$ cat src/rtl/mem_req_arbiter.sv
// -----------------------------------------------------------------------------
// mem_req_arbiter
//
// Arbitrates between NUM_REQ load requesters and a single retiring-store
// requester for one dcache request slot. The winning request is captured into
// the dc_* output register and held until the dcache accepts it. A new request
// can be captured in the same cycle the held one is accepted, so there is no
// bubble between back-to-back transfers.
//
// Priority: the store wins unless it has beaten waiting loads STARVE_LIMIT
// times in a row. In that case a valid load wins. Loads are chosen
// round-robin, starting the search at rr_ptr.
//
// Ports
//   clock, reset      : rising-edge clock, asynchronous active-high reset
//   ld_req_*          : per-load request valid / address / func / LQ index
//   ld_gnt            : one-hot capture pulse back to the winning load
//   st_req_*          : store request valid / address / data / func
//   st_gnt            : capture pulse back to the store requester
//   dc_valid          : a request is being presented to the dcache
//   dc_is_store       : 1 = store, 0 = load
//   dc_addr/data/func : request payload (dc_data is 0 for loads)
//   dc_idx            : load-queue index (0 for stores)
//   dc_accept         : dcache takes the presented request this cycle
// -----------------------------------------------------------------------------

`ifndef NUM_FU_LOAD
`define NUM_FU_LOAD 3
`endif

`ifndef LOAD_Q_INDEX_WIDTH
`define LOAD_Q_INDEX_WIDTH 3
`endif

module mem_req_arbiter #(
  parameter int NUM_REQ      = `NUM_FU_LOAD,
  parameter int STARVE_LIMIT = 4,
  parameter int ADDR_WIDTH   = 32,
  parameter int DATA_WIDTH   = 32,
  parameter int FUNC_WIDTH   = 3,
  parameter int IDX_WIDTH    = `LOAD_Q_INDEX_WIDTH
) (
  input  logic                               clock,
  input  logic                               reset,
  input  logic [NUM_REQ-1:0]                 ld_req_valid,
  input  logic [NUM_REQ-1:0][ADDR_WIDTH-1:0] ld_req_addr,
  input  logic [NUM_REQ-1:0][FUNC_WIDTH-1:0] ld_req_func,
  input  logic [NUM_REQ-1:0][IDX_WIDTH-1:0]  ld_req_idx,
  output logic [NUM_REQ-1:0]                 ld_gnt,
  input  logic                               st_req_valid,
  input  logic [ADDR_WIDTH-1:0]              st_req_addr,
  input  logic [DATA_WIDTH-1:0]              st_req_data,
  input  logic [FUNC_WIDTH-1:0]              st_req_func,
  output logic                               st_gnt,
  output logic                               dc_valid,
  output logic                               dc_is_store,
  output logic [ADDR_WIDTH-1:0]              dc_addr,
  output logic [DATA_WIDTH-1:0]              dc_data,
  output logic [FUNC_WIDTH-1:0]              dc_func,
  output logic [IDX_WIDTH-1:0]               dc_idx,
  input  logic                               dc_accept
);

  localparam int PTR_W = (NUM_REQ > 1) ? $clog2(NUM_REQ) : 1;
  localparam int CNT_W = $clog2(STARVE_LIMIT + 1);

  localparam logic [CNT_W-1:0] STARVE_MAX = CNT_W'(STARVE_LIMIT);
  localparam logic [PTR_W-1:0] LAST_IDX   = PTR_W'(NUM_REQ - 1);

  typedef enum logic {
    IDLE = 1'b0,
    HOLD = 1'b1
  } state_t;

  state_t             state_q;
  state_t             state_d;
  logic [PTR_W-1:0]   rr_ptr;
  logic [CNT_W-1:0]   starve_cnt;

  logic               slot_free;
  logic               any_ld;
  logic               load_wins;
  logic               store_wins;
  logic               grant_ld;
  logic               grant_st;
  logic               ld_found;
  logic [PTR_W-1:0]   ld_sel;
  logic [PTR_W-1:0]   cand;

  // The slot can take a new request when nothing is held, or when the held
  // request leaves this cycle. dc_accept is irrelevant in IDLE.
  assign slot_free = (state_q == IDLE) || dc_accept;
  assign any_ld    = |ld_req_valid;

  // Loads win outright when no store is pending, or when the store has
  // starved them for STARVE_LIMIT consecutive grants.
  assign load_wins  = any_ld && (!st_req_valid || (starve_cnt == STARVE_MAX));
  assign store_wins = st_req_valid && !load_wins;

  assign grant_ld = slot_free && load_wins;
  assign grant_st = slot_free && store_wins;

  assign dc_valid = (state_q == HOLD);

  // Round-robin search: visit indices rr_ptr, rr_ptr+1, ... modulo NUM_REQ and
  // keep the first valid one. This yields the lowest valid index >= rr_ptr,
  // otherwise the lowest valid index below it.
  always_comb begin
    // NOTE: every signal written here gets a default first, so no path leaves
    // it unassigned and no latch is inferred.
    ld_found = 1'b0;
    ld_sel   = '0;
    cand     = '0;
    for (int k = 0; k < NUM_REQ; k++) begin
      cand = PTR_W'((int'(rr_ptr) + k) % NUM_REQ);
      if (!ld_found && ld_req_valid[cand]) begin
        ld_found = 1'b1;
        ld_sel   = cand;
      end
    end
  end

  // Grants are combinational pulses in the capture cycle only; they are
  // forced low while reset is high so a requester never sees a phantom
  // consumption during reset.
  always_comb begin
    ld_gnt = '0;
    st_gnt = 1'b0;
    if (!reset) begin
      if (grant_ld && ld_found) begin
        ld_gnt = NUM_REQ'(1) << ld_sel;
      end
      st_gnt = grant_st;
    end
  end

  // Next-state logic. When the slot is not free the held request stays put.
  always_comb begin
    state_d = state_q;
    if (slot_free) begin
      state_d = (grant_ld || grant_st) ? HOLD : IDLE;
    end
  end

  // NOTE: sequential state uses non-blocking assignments so every register
  // samples pre-edge values, independent of statement order.
  always_ff @(posedge clock or posedge reset) begin
    if (reset) begin
      state_q     <= IDLE;
      rr_ptr      <= '0;
      starve_cnt  <= '0;
      dc_is_store <= 1'b0;
      dc_addr     <= '0;
      dc_data     <= '0;
      dc_func     <= '0;
      dc_idx      <= '0;
    end else begin
      state_q <= state_d;
      if (grant_ld) begin
        dc_is_store <= 1'b0;
        dc_addr     <= ld_req_addr[ld_sel];
        dc_data     <= '0;
        dc_func     <= ld_req_func[ld_sel];
        dc_idx      <= ld_req_idx[ld_sel];
        rr_ptr      <= (ld_sel == LAST_IDX) ? '0 : ld_sel + 1'b1;
        starve_cnt  <= '0;
      end else if (grant_st) begin
        dc_is_store <= 1'b1;
        dc_addr     <= st_req_addr;
        dc_data     <= st_req_data;
        dc_func     <= st_req_func;
        dc_idx      <= '0;
        // Only count wins that actually held a load back.
        if (any_ld && (starve_cnt != STARVE_MAX)) begin
          starve_cnt <= starve_cnt + 1'b1;
        end
      end
    end
  end

endmodule

$ cat config.mk
export PLATFORM = sky130hd
export DESIGN_NAME = mem_req_arbiter
export DESIGN_NICKNAME = d
export VERILOG_FILES = /design/src/rtl/mem_req_arbiter.sv
export SDC_FILE = /design/constraint.sdc
export NUM_CORES = 1
export LEC_CHECK = 0
export CORE_MARGIN = 8
export CORE_UTILIZATION = 33
export DETAILED_ROUTE_END_ITERATION = 8
export HOLD_SLACK_MARGIN = 0.02
export PLACE_DENSITY_LB_ADDON = 0.15
export REMOVE_ABC_BUFFERS = 1
export SLEW_MARGIN = 20
export SYNTH_ARGS = -nofsm -noshare
export SYNTH_HDL_FRONTEND = slang
export SYNTH_SLANG_ARGS = --single-unit
$ cat constraint.sdc
create_clock -name clock -period 3.7 [get_ports clock]
set_input_delay 0.925 -clock clock [delete_from_list [all_inputs] [get_ports clock]]
set_output_delay 0.925 -clock clock [all_outputs]
set_load 0.005 [all_outputs]
==> results of run 1 <==
## worst register-to-register path, cell delays in order, from the launching register on
cell      delay (ps)
dfrtp_1          390
inv_1            100
ha_1             410
and3b_1          210
buf_4            130
o21ai_2           70
buf_4            160
a21o_1           190
buf_4            160
nor2_2           560
a222oi_1         160
o211ai_1         160
## repair_timing
| action | in CTS | in global routing |
|---|---|---|
| gates resized for setup | 11 | 3 |
| setup endpoints to repair | 4 | 2 |
| pin swaps | 2 | 0 |
| buffers inserted | 1 | 0 |
## area by class of cell
type                    count  area, sq um
clock buffers               9        225.2
clock inverters             7        80.08
multi-input cells         268         1938
flip-flops and latches     77         1927
well taps                 168        210.2
repair buffers            289         2840
fillers                  1037         4757
inverters                  22        83.83
## through the flow
stage | TNS [ps] | setup WS [ps] | cell area [sq um] | util (%) | cells
after global placement | -423.6 | -157.5 | 6957 | 57.68 | 823
after CTS | 0 | 11.72 | 7292 | 60.46 | 840
final | 0 | 83.94 | 7305 | 60.56 | 840
after detailed placement | -691.4 | -227.7 | 6957 | 57.68 | 823
after global routing | 0 | 40.82 | 7305 | 60.56 | 840
after floorplan | -613.7 | -233.9 | 3901 | - | 367
## path summary, 6_finish.rpt
path,end,start,slack (ps)
max in group asynchronous,dc_addr[25],reset,2000
worst max-delay path,ld_gnt[1],ld_req_valid[2],80
min in group asynchronous,dc_addr[14],reset,1190
worst max register to register,dc_addr[21],rr_ptr[0],920
worst min register to register,dc_addr[7],dc_addr[7],490
worst min-delay path,dc_addr[7],dc_addr[7],490
## sequential cells by signal, summed over array words and instances, names as in the netlist
signal       flops
dc_addr         32
dc_data         32
dc_func          3
dc_idx           3
starve_cnt       3
rr_ptr           2
dc_is_store      1
dc_valid         1
## cell usage after synthesis, types with 3 or more instances
cell type / number
ha_1: 6
nor2b_1: 4
o21a_1: 3
o221ai_1: 22
buf_4: 6
a22o_1: 32
clkbuf_1: 14
and3b_1: 3
buf_2: 15
a221oi_1: 21
o22ai_1: 3
nor2_1: 15
o21ai_0: 29
a222oi_1: 15
nand2_1: 44
inv_1: 22
o211ai_1: 34
dfrtp_1: 77
a21oi_1: 6
## routing by layer
layer / vias up / track usage [%] / share of wire [%]
met1: 2251 / 24.02 / 39
met4: 0 / 9.167 / 2.6
li1: 2108 / - / -
met2: 203 / 37.03 / 52
met5: - / 0 / 0
met3: 32 / 4.659 / 6.8
## power by group through the flow
stage	clock network, W	registers, W	logic (W)
floorplan	0	0.00129	0.000877
global route	0.000968	0.00131	0.00234
global placement	0	0.00127	0.00211
detailed placement	0	0.00128	0.00214
CTS	0.000940	0.00128	0.00218
finish	0.000914	0.00128	0.00219
## kinds of logic after synthesis
group / after synthesis / synth area share (%)
AOI/OAI and AO/OA: 179 / 34.37
xor gates and xnor gates: 1 / 0.2139
adders and majority gates: 6 / 1.833
buffers and inverters: 60 / 6.752
DFF: 77 / 47.05
muxes: 2 / 0.4889
and+or+nand+nor: 80 / 9.288
==> reports/metrics.yaml, run 1 <==
comb_power_share_pct: 50.0
hpwlAfterDp_um: 13250
grt_pass1_wl_um: 26980
root_buffer: "clkbuf_16"
gp_congestion: 0.9090
arrival_ps: 2690
start_kind: "primary input"
syn_avg_cell_area_sq_um: 10.11
peakVddDrop_uv: 447.7
worst-path-stages: 8
io_pins: 264
max_freq_mhz: 276.5
core_sq_mm: 0.01206
power.total_w: 0.004383
cts_num_sinks: 77
die_w_um: 127.4
hold_depth: 2
rows: 40
cpLargestDelayFamily: "buffers and inverters"
num-nets-final: 861
wl_per_cell_um: 21.07
gr-total-overflow: 0
critical-path-slowest-cell: "clkdlybuf4s50_1"
slowest_delay_ps: 520
die_h_um: 127.4
drive_gt1_share_pct: 9.077
path_cells: "clkdlybuf4s50_1 -> buf_4 -> nand2_1 -> o21ai_1 -> a31o_2 -> nor3_4 -> and3_1 -> dlygate4sd2_1"
holdWs_ps: 490.5
yosysTopAreaCellShare_pct: 47.05
synth_cell_types: 45
final_cell_mix: "257 x clkdlybuf4s50_1, 77 x dfrtp_1, 44 x nand2_1"
cts_tree: "yes"
dieArea_sq_mm: 0.01623
finalHoldViolCount: 0
synth.area.top_cells: "dfrtp_1 47%, a22o_1 6.8%, o211ai_1 6.2%"
period_minus_slack_ps: 3616
leakage_nw: 2.994
p_int_w: 0.002783
critPathBufInv: 3
setup_viol: 0
required_ps: 2770
final_common_cell: "clkdlybuf4s50_1"
fin_crit_sh_pct: 97.73
drtIter0Drc: 353
totalWireLength_um: 17700
power_frac_clock_pct: 20.9
sw_frac_of_total_pct: 36.49
clkTransAtPathRegs_ps: 60
timing.slew.headroom_pct: 50.97
htree_levels: 3
clkLatencyLatePin_ps: 340
critPathKind: "primary input to output pin"
routed-via-count: 4594
start_util_pct: 33.95
synth-edff-count: 0
seqPwrFrac_pct: 29.1
skew_ps: 7.407
grt_max_degree: 78
drc_errors: 0
status: "completed"
synth_ff_type: "dfrtp_1"
hold_buffers: 0
ys_async_sr_fraction_pct: 100.0
vias_per_cell: 5.469
portBuffers: 263
syn_area_sq_mm: 0.004095
maxSlewViolCount: 0
cts_buffer_depth: 2
synthCells: 405
p_per_area_mw_per_mm2: 600.0
grt_pass1_vias: 4846
syn_to_final_growth_pct: 78.37
ant_nets: 0
grt.total_usage_pct: 21.05
worstPathMaxFanout: 4
yosysWarnings: 0
cp-end-kind: "output pin"
antenna_found_initial: 0
rsz0062_at_grt: "no"
tightestPinTransition_ps: 734.6
p_sw_w: 0.001599
diodes: 0
drt_pre_antenna_iters: 7
ys_seq_elements: 77
maxCapViolCount: 0
hp-class: "flop to flop"
cts_buffers: 9
ys_seq_area_share_pct: 47.05
yosys.area.top_type: "dfrtp_1"
r2r_cells: 11
No activity file was read; power rests on OpenSTA's default activity.
==> inputs of run 2 (changes only) <==
--- a/config.mk
+++ b/config.mk
@@ -7,6 +7,7 @@
 export LEC_CHECK = 0
 export CORE_MARGIN = 8
 export CORE_UTILIZATION = 33
+export CTS_CLUSTER_SIZE = 16
 export DETAILED_ROUTE_END_ITERATION = 8
 export HOLD_SLACK_MARGIN = 0.02
 export PLACE_DENSITY_LB_ADDON = 0.15
==> results of run 2 <==
Same layout as run 1: the final DEF is identical, and so are final timing and power.
